===== src/rtl/alu_mdu.sv =====
// EX-stage execution unit: single-cycle registered ALU plus iterative unsigned MULTU/DIVU
// with HI/LO result registers and valid/ready handshakes on both sides.
module alu_mdu #(
    parameter int unsigned N     = 64,
    parameter int unsigned CNT_W = 7
) (
    input  logic         clk,
    input  logic         reset_n,
    input  logic         flush,
    input  logic         in_valid,
    output logic         in_ready,
    input  logic [N-1:0] alu_a,
    input  logic [N-1:0] alu_b,
    input  logic [3:0]   alu_control,
    input  logic [1:0]   md_op,
    output logic         out_valid,
    input  logic         out_ready,
    output logic [N-1:0] alu_y,
    output logic         zero,
    output logic         div_by_zero,
    output logic [N-1:0] hi,
    output logic [N-1:0] lo,
    output logic         busy
);
    localparam int unsigned      ALIGN    = N - 32;
    localparam logic [N-1:0]     MASK32   = N'({32{1'b1}});
    localparam logic [CNT_W-1:0] CNT32    = CNT_W'(31);
    localparam logic [CNT_W-1:0] CNTN     = CNT_W'(N - 1);
    localparam logic [1:0]       MD_MULTU = 2'b01;
    localparam logic [1:0]       MD_DIVU  = 2'b10;

    typedef enum logic [1:0] {IDLE = 2'd0, RUN = 2'd1, DONE = 2'd2} state_e;

    state_e           state_q, state_d;
    logic [CNT_W-1:0] cnt_q, cnt_d;
    logic             is_div_q, is_div_d;
    logic             w64_q, w64_d;
    logic [N-1:0]     mcand_q, mcand_d;
    logic [N-1:0]     shift_q, shift_d;
    logic [2*N-1:0]   acc_q, acc_d;
    logic [N-1:0]     y_q, y_d;
    logic             zero_q, zero_d;
    logic             dbz_q, dbz_d;
    logic [N-1:0]     hi_q, hi_d;
    logic [N-1:0]     lo_q, lo_d;

    logic             accept_c;
    logic [N-1:0]     mask_c, a_m_c, b_m_c, a_al_c, b_al_c;
    logic [N-1:0]     alu_raw_c, alu_res_c;
    logic [CNT_W-1:0] cnt_init_c;
    logic [2*N-1:0]   mul_nx_c, div_nx_c, step_c;
    logic [N:0]       div_r_c;
    logic             div_ge_c;
    logic [N-1:0]     res_lo_c, res_hi_c;

    assign in_ready    = (state_q == IDLE) || ((state_q == DONE) && out_ready);
    assign accept_c    = in_valid && in_ready;
    assign out_valid   = (state_q == DONE);
    assign busy        = (state_q == RUN);
    assign alu_y       = y_q;
    assign zero        = zero_q;
    assign div_by_zero = dbz_q;
    assign hi          = hi_q;
    assign lo          = lo_q;

    // Operand masking; iterative operands are left-aligned so the active bit is always [N-1]
    assign mask_c     = alu_control[3] ? {N{1'b1}} : MASK32;
    assign a_m_c      = alu_a & mask_c;
    assign b_m_c      = alu_b & mask_c;
    assign a_al_c     = alu_control[3] ? a_m_c : (a_m_c << ALIGN);
    assign b_al_c     = alu_control[3] ? b_m_c : (b_m_c << ALIGN);
    assign cnt_init_c = alu_control[3] ? CNTN : CNT32;

    always_comb begin
        alu_raw_c = '0;
        case (alu_control[2:0])
            3'b000:  alu_raw_c = a_m_c & b_m_c;
            3'b001:  alu_raw_c = a_m_c | b_m_c;
            3'b010:  alu_raw_c = a_m_c + b_m_c;
            3'b100:  alu_raw_c = a_m_c & ~b_m_c;
            3'b101:  alu_raw_c = a_m_c | ~b_m_c;
            3'b110:  alu_raw_c = a_m_c - b_m_c;
            3'b111:  alu_raw_c = N'(a_m_c < b_m_c);
            default: alu_raw_c = '0;
        endcase
    end
    assign alu_res_c = alu_raw_c & mask_c;

    // One MSB-first iteration: shift-add multiply or restoring divide
    assign mul_nx_c = {acc_q[2*N-2:0], 1'b0}
                    + (shift_q[N-1] ? {{N{1'b0}}, mcand_q} : {(2*N){1'b0}});
    assign div_r_c  = {acc_q[2*N-1:N], shift_q[N-1]};
    assign div_ge_c = (div_r_c >= {1'b0, mcand_q});
    assign div_nx_c = {(div_ge_c ? (div_r_c[N-1:0] - mcand_q) : div_r_c[N-1:0]),
                       acc_q[N-2:0], div_ge_c};
    assign step_c   = is_div_q ? div_nx_c : mul_nx_c;
    assign res_lo_c = (is_div_q || w64_q) ? step_c[N-1:0] : N'(step_c[31:0]);
    assign res_hi_c = (is_div_q || w64_q) ? step_c[2*N-1:N] : N'(step_c[63:32]);

    always_ff @(posedge clk or negedge reset_n) begin
        if (!reset_n) begin
            state_q  <= IDLE;
            cnt_q    <= '0;
            is_div_q <= 1'b0;
            w64_q    <= 1'b0;
            mcand_q  <= '0;
            shift_q  <= '0;
            acc_q    <= '0;
            y_q      <= '0;
            zero_q   <= 1'b0;
            dbz_q    <= 1'b0;
            hi_q     <= '0;
            lo_q     <= '0;
        end else begin
            state_q  <= state_d;
            cnt_q    <= cnt_d;
            is_div_q <= is_div_d;
            w64_q    <= w64_d;
            mcand_q  <= mcand_d;
            shift_q  <= shift_d;
            acc_q    <= acc_d;
            y_q      <= y_d;
            zero_q   <= zero_d;
            dbz_q    <= dbz_d;
            hi_q     <= hi_d;
            lo_q     <= lo_d;
        end
    end

    always_comb begin
        state_d  = state_q;
        cnt_d    = cnt_q;
        is_div_d = is_div_q;
        w64_d    = w64_q;
        mcand_d  = mcand_q;
        shift_d  = shift_q;
        acc_d    = acc_q;
        y_d      = y_q;
        zero_d   = zero_q;
        dbz_d    = dbz_q;
        hi_d     = hi_q;
        lo_d     = lo_q;
        // Flush drops any in-flight work and also blocks a same-cycle accept
        if (flush) begin
            state_d = IDLE;
        end else begin
            if (state_q == RUN) begin
                acc_d   = step_c;
                shift_d = {shift_q[N-2:0], 1'b0};
                cnt_d   = cnt_q - CNT_W'(1);
                if (cnt_q == '0) begin
                    state_d = DONE;
                    hi_d    = res_hi_c;
                    lo_d    = res_lo_c;
                    y_d     = res_lo_c;
                    zero_d  = (res_lo_c == '0);
                end
            end else if ((state_q == DONE) && out_ready) begin
                state_d = IDLE;
            end
            if (accept_c) begin
                dbz_d = 1'b0;
                w64_d = alu_control[3];
                case (md_op)
                    MD_MULTU: begin
                        state_d  = RUN;
                        cnt_d    = cnt_init_c;
                        is_div_d = 1'b0;
                        mcand_d  = a_m_c;
                        shift_d  = b_al_c;
                        acc_d    = '0;
                    end
                    MD_DIVU: begin
                        if (b_m_c == '0) begin
                            state_d = DONE;
                            y_d     = mask_c;
                            lo_d    = mask_c;
                            hi_d    = a_m_c;
                            zero_d  = 1'b0;
                            dbz_d   = 1'b1;
                        end else begin
                            state_d  = RUN;
                            cnt_d    = cnt_init_c;
                            is_div_d = 1'b1;
                            mcand_d  = b_m_c;
                            shift_d  = a_al_c;
                            acc_d    = '0;
                        end
                    end
                    default: begin
                        state_d = DONE;
                        y_d     = alu_res_c;
                        zero_d  = (alu_res_c == '0);
                    end
                endcase
            end
        end
    end
endmodule


===== config.mk =====
export PLATFORM = sky130hd
export DESIGN_NAME = alu_mdu
export DESIGN_NICKNAME = d
export VERILOG_FILES = /design/src/rtl/alu_mdu.sv
export SDC_FILE = /design/constraint.sdc
export NUM_CORES = 2
export LEC_CHECK = 0
export BUFFER_PORTS_ARGS = -buffer_cell sky130_fd_sc_hd__buf_4
export CELL_PAD_IN_SITES_DETAIL_PLACEMENT = 1
export CELL_PAD_IN_SITES_GLOBAL_PLACEMENT = 2
export CORE_ASPECT_RATIO = 0.6
export CORE_MARGIN = 1
export CORE_UTILIZATION = 39
export DETAILED_ROUTE_END_ITERATION = 12
export HOLD_SLACK_MARGIN = 0.1
export PLACE_DENSITY = 0.86
export SYNTH_ARGS = -nofsm -noshare
export SYNTH_HDL_FRONTEND = slang
export SYNTH_SLANG_ARGS = --single-unit

===== constraint.sdc =====
create_clock -name clk -period 13.35 [get_ports clk]
set_clock_uncertainty 0.15 [all_clocks]
set_input_delay 1.335 -clock clk [delete_from_list [all_inputs] [get_ports clk]]
set_output_delay 1.335 -clock clk [all_outputs]
set_load 0.005 [all_outputs]

==> flow_results.org <==
** Status
- Run status :: finished with violations
- The checks that failed: max-capacitance violations, max-slew violations.

** Setup path
- In this run the worst path has a maximum fanout of 64.
- Arrival @ worst endpoint :: 8340 ps
- STA classifies the critical path endpoint as a flop.
- The worst setup path is launched from a flop.
- Worst Setup Path Type :: flop to flop
- Required time at the endpoint of the critical path :: 13,810 ps

** Drt
- Initial drt markers :: 8,571
- WL per Instance :: 38.4 µm
- Number of vias per cell after detailed routing :: 7.07
- Once detail routing completed, the nets flagged for antenna violations numbered 0.
- Number of vias after detailed routing :: 54,300
- For this run, design rule violations remaining after detail routing come to 0.
- TritonRoute pass-1 iters :: 7
- After detailed routing, the total wire length is 295,000 µm.

** Die
- Standard-cell rows :: 94
- Initial cell density of the core :: 39.7%
- Number of placed I/O pins :: 336
- The die covers 114,000 µm².
- Chip height :: 262 µm
- X dimension of the die :: 435 µm
- The total area inside the core boundary comes to 111,000 µm².

** STA
- Sum Neg Setup Slack :: 0 ps
- Of the available clock period, the critical path in the final layout requires 59.0%.
- Fin. Hold Viols :: 0
- Normalized max-slew margin :: -9.16%
- The worst path in the final design needs a cycle of 7880 ps, including I/O delays and setup.
- Worst hold slack after final layout :: 328 ps
- Highest achievable clock rate :: 127 MHz
- Worst Max-Slew Pin Slew :: 1620 ps
- Setup ws final :: 5470 ps
- The final number of max-transition violations came to 6.
- Setup violations remaining at the end of the flow were counted as 0.
- RSZ-0062 raised after global routing :: no

** Layout
- Leaving out fill and tap cells, the most frequent cell in the layout is sky130_fd_sc_hd__nand2_1.
- Post-layout util :: 44.9%
- Area growth from synthesis to layout :: 13.1%
- Counting the fill cells in the layout gives 13,700.
- Fraction of layout cells with a size suffix above 1 :: 10.7%
- Final #Nets :: 6,534
- Commonest cells after routing, fill and taps aside :: sky130_fd_sc_hd__nand2_1 (763), sky130_fd_sc_hd__a21oi_1 (734), sky130_fd_sc_hd__o21ai_0 (627)

** Yosys
- Among all flip-flop cells after synthesis, the most frequent one is sky130_fd_sc_hd__dfrtp_1.
- After synthesis, flip-flops and latches occupy 26.2% of the total area.
- Nets in the synthesized netlist :: 6,418
- Post-synthesis average cell area :: 7.30 µm²
- Yosys mapped a number of flops with a built-in enable equal to 0.
- For this run, asynchronously set or reset flops after synthesis account for 100%.
- During synthesis, Yosys emitted a total of 0 warnings.
- Counting flops and latches in the post-synthesis netlist gives 461.
- Number of distinct standard cells referenced by the synthesized netlist :: 114
- Area of the mapped netlist :: 43,900 µm²
- Counting every instance in the synthesized netlist gives 6,017.

** Hold path
- Worst hold-check path type :: flop to flop

** Global routing
- For this run the aggregate overflow at the end of global routing stands at 0.
- Global routing usage summed across all routing layers :: 49.6%
- The number of global-route vias before repair was 50,300.
- The initial antenna violation count is 17.
- Largest net degree at the start of global routing :: 143
- The first global-routing pass estimated 402,000 µm of wire.

** Place
- In this run the tool buffered the top-level ports with 335 buffer cells.
- Detailed placement finished with a half-perimeter wire length of 232,000 µm.
- Worst slack at placement :: 5290 ps
- The congestion estimate from routability-driven global placement came to 1.15.

** Clock network
- In this run, post-CTS hold repair placed 0 buffers.
- The clock drives 461 sinks.
- Maximum buffer depth of the clock tree :: 3
- Clock tree from TritonCTS :: done
- The H-tree was split into 2 levels.
- Number of buffers created by CTS :: 51
- Clock transition time at the flip-flop clock pins of the worst setup and hold paths :: 70 ps
- After clock tree synthesis, the repair step resized 0 gates.
- CTS placed an instance of sky130_fd_sc_hd__clkbuf_16 at the clock tree root.
- Clock latency on the worst-skew pair, taken at its later pin, is 710 ps.
- Number of setup buffers added after CTS :: 0

** Power and ir drop
- Power density of the placed cells :: 163 nW/µm²
- Summed over all cells, the static leakage comes to 22.0 nW.
- Max IR drop VDD :: 0.153 mV

** Flow run
- Max-cap violations in this run came to 2.
worst max-delay path, stage by stage, from the launching register on:
cell and delay, ps:
sky130_fd_sc_hd__dfrtp_1 600, sky130_fd_sc_hd__inv_2 110, sky130_fd_sc_hd__buf_4 630, sky130_fd_sc_hd__nor2_1 160
sky130_fd_sc_hd__ha_1 420, sky130_fd_sc_hd__o21ai_0 130, sky130_fd_sc_hd__o21ai_1 270, sky130_fd_sc_hd__a41oi_2 290
sky130_fd_sc_hd__o22ai_2 320, sky130_fd_sc_hd__o21ai_2 230, sky130_fd_sc_hd__a2111oi_1 1180, sky130_fd_sc_hd__o211ai_1 580
sky130_fd_sc_hd__a21oi_1 670, sky130_fd_sc_hd__and3_1 490, sky130_fd_sc_hd__nand2_1 350, sky130_fd_sc_hd__nor2_1 250
sky130_fd_sc_hd__nor3_1 60, sky130_fd_sc_hd__a211oi_1 640, sky130_fd_sc_hd__a221o_1 270
cells in the mapped netlist (37+ instances only):
cell	number	share of area, %
sky130_fd_sc_hd__ha_1	258	7.3
sky130_fd_sc_hd__clkbuf_1	316	2.7
sky130_fd_sc_hd__buf_1	44	0.38
sky130_fd_sc_hd__a22oi_1	51	0.87
sky130_fd_sc_hd__xor2_1	114	2.3
sky130_fd_sc_hd__mux2i_1	71	1.6
sky130_fd_sc_hd__inv_1	271	2.3
sky130_fd_sc_hd__a31oi_1	43	0.61
sky130_fd_sc_hd__a21oi_1	735	8.4
sky130_fd_sc_hd__nand3_1	103	1.2
sky130_fd_sc_hd__a22o_1	112	2.2
sky130_fd_sc_hd__xnor2_1	124	2.5
sky130_fd_sc_hd__o211ai_1	48	0.82
sky130_fd_sc_hd__maj3_1	46	1.0
sky130_fd_sc_hd__nor3_1	83	0.95
sky130_fd_sc_hd__o22ai_1	37	0.53
sky130_fd_sc_hd__nand2_1	766	6.5
sky130_fd_sc_hd__nand4_1	103	1.5
sky130_fd_sc_hd__o21bai_1	51	0.87
sky130_fd_sc_hd__nor2b_1	39	0.56
sky130_fd_sc_hd__dfrtp_1	461	26
sky130_fd_sc_hd__o21a_1	38	0.65
sky130_fd_sc_hd__o31ai_1	45	0.77
sky130_fd_sc_hd__a21o_1	115	2.0
sky130_fd_sc_hd__nor4_1	65	0.93
sky130_fd_sc_hd__nor2_1	609	5.2
sky130_fd_sc_hd__o21ai_0	630	7.2
sky130_fd_sc_hd__and3_1	37	0.53
sky130_fd_sc_hd__a211oi_1	55	0.94
per-layer routing:
metal | wire length (µm) | vias up | part of all wire, % | global-route usage (%)
met5 | 276 | - | 0.094 | 0
met4 | 16700 | 28 | 5.7 | 23.8
met3 | 47000 | 741 | 16 | 23.3
met2 | 108000 | 4142 | 37 | 64.1
met1 | 122000 | 27300 | 41 | 68.1
li1 | - | 22100 | - | -
cells by family (layout without fill, tap and decap cells):
kind of cell,Yosys count,count (layout),synth area share [%]
compound gates,2289,2289,32.7
xor+xnor,238,238,4.74
fa+ha+maj,308,308,8.57
buf+inv,666,824,5.78
flops,461,461,26.2
mux,79,79,1.82
other cells,0,14,0
simple gates,1976,1976,20.1
worst paths after layout:
kind	endpoint	startpoint	cells past startpoint	slack [ps]
worst max register to register	hi[46]	shift_q[63]	18	5470
min in group asynchronous	lo[4]	reset_n	1	510
worst min-delay path	lo[55]	lo[55]	2	330
worst max-delay path	hi[46]	shift_q[63]	18	5470
max in group asynchronous	acc_q[113]	reset_n	3	10090
worst min register to register	lo[55]	lo[55]	2	330
where the power goes:
part,internal [mW],switching [mW]
clock network,0.875,0.749
logic,1.43,2.90
registers,1.72,0.413
through the flow:
step	std cells	area [µm²]	total power, mW
3_5_place_dp	7567	47900	6.19
2_1_floorplan	6017	43900	4.34
4_1_cts	7662	49700	7.80
3_3_place_gp	7567	47900	6.10
6_report	7677	49700	8.08
5_1_grt	7663	49700	8.26
state kept, by name, summed over array words and instances, names as in the netlist:
signal	count
hi	64
lo	64
acc_q	128
w64_q	1
is_div_q	1
mcand_q	64
cnt_q	7
div_by_zero	1
state_q	2
zero	1
alu_y	64
shift_q	64
layout make-up:
class                      instances  area (µm²)  share of cell area, %
multi-input combinational       4890       30000                   60.4
sequential                       461       11500                   23.2
clock inverter                    31         425                  0.856
clock buffer                      64        1370                   2.75
tap                             1488        1860                   3.75
timing repair buffer             449        3400                   6.85
antenna                           14        35.0                 0.0705
inverter                         280        1050                   2.12
No activity file was read; power rests on OpenSTA's default activity.
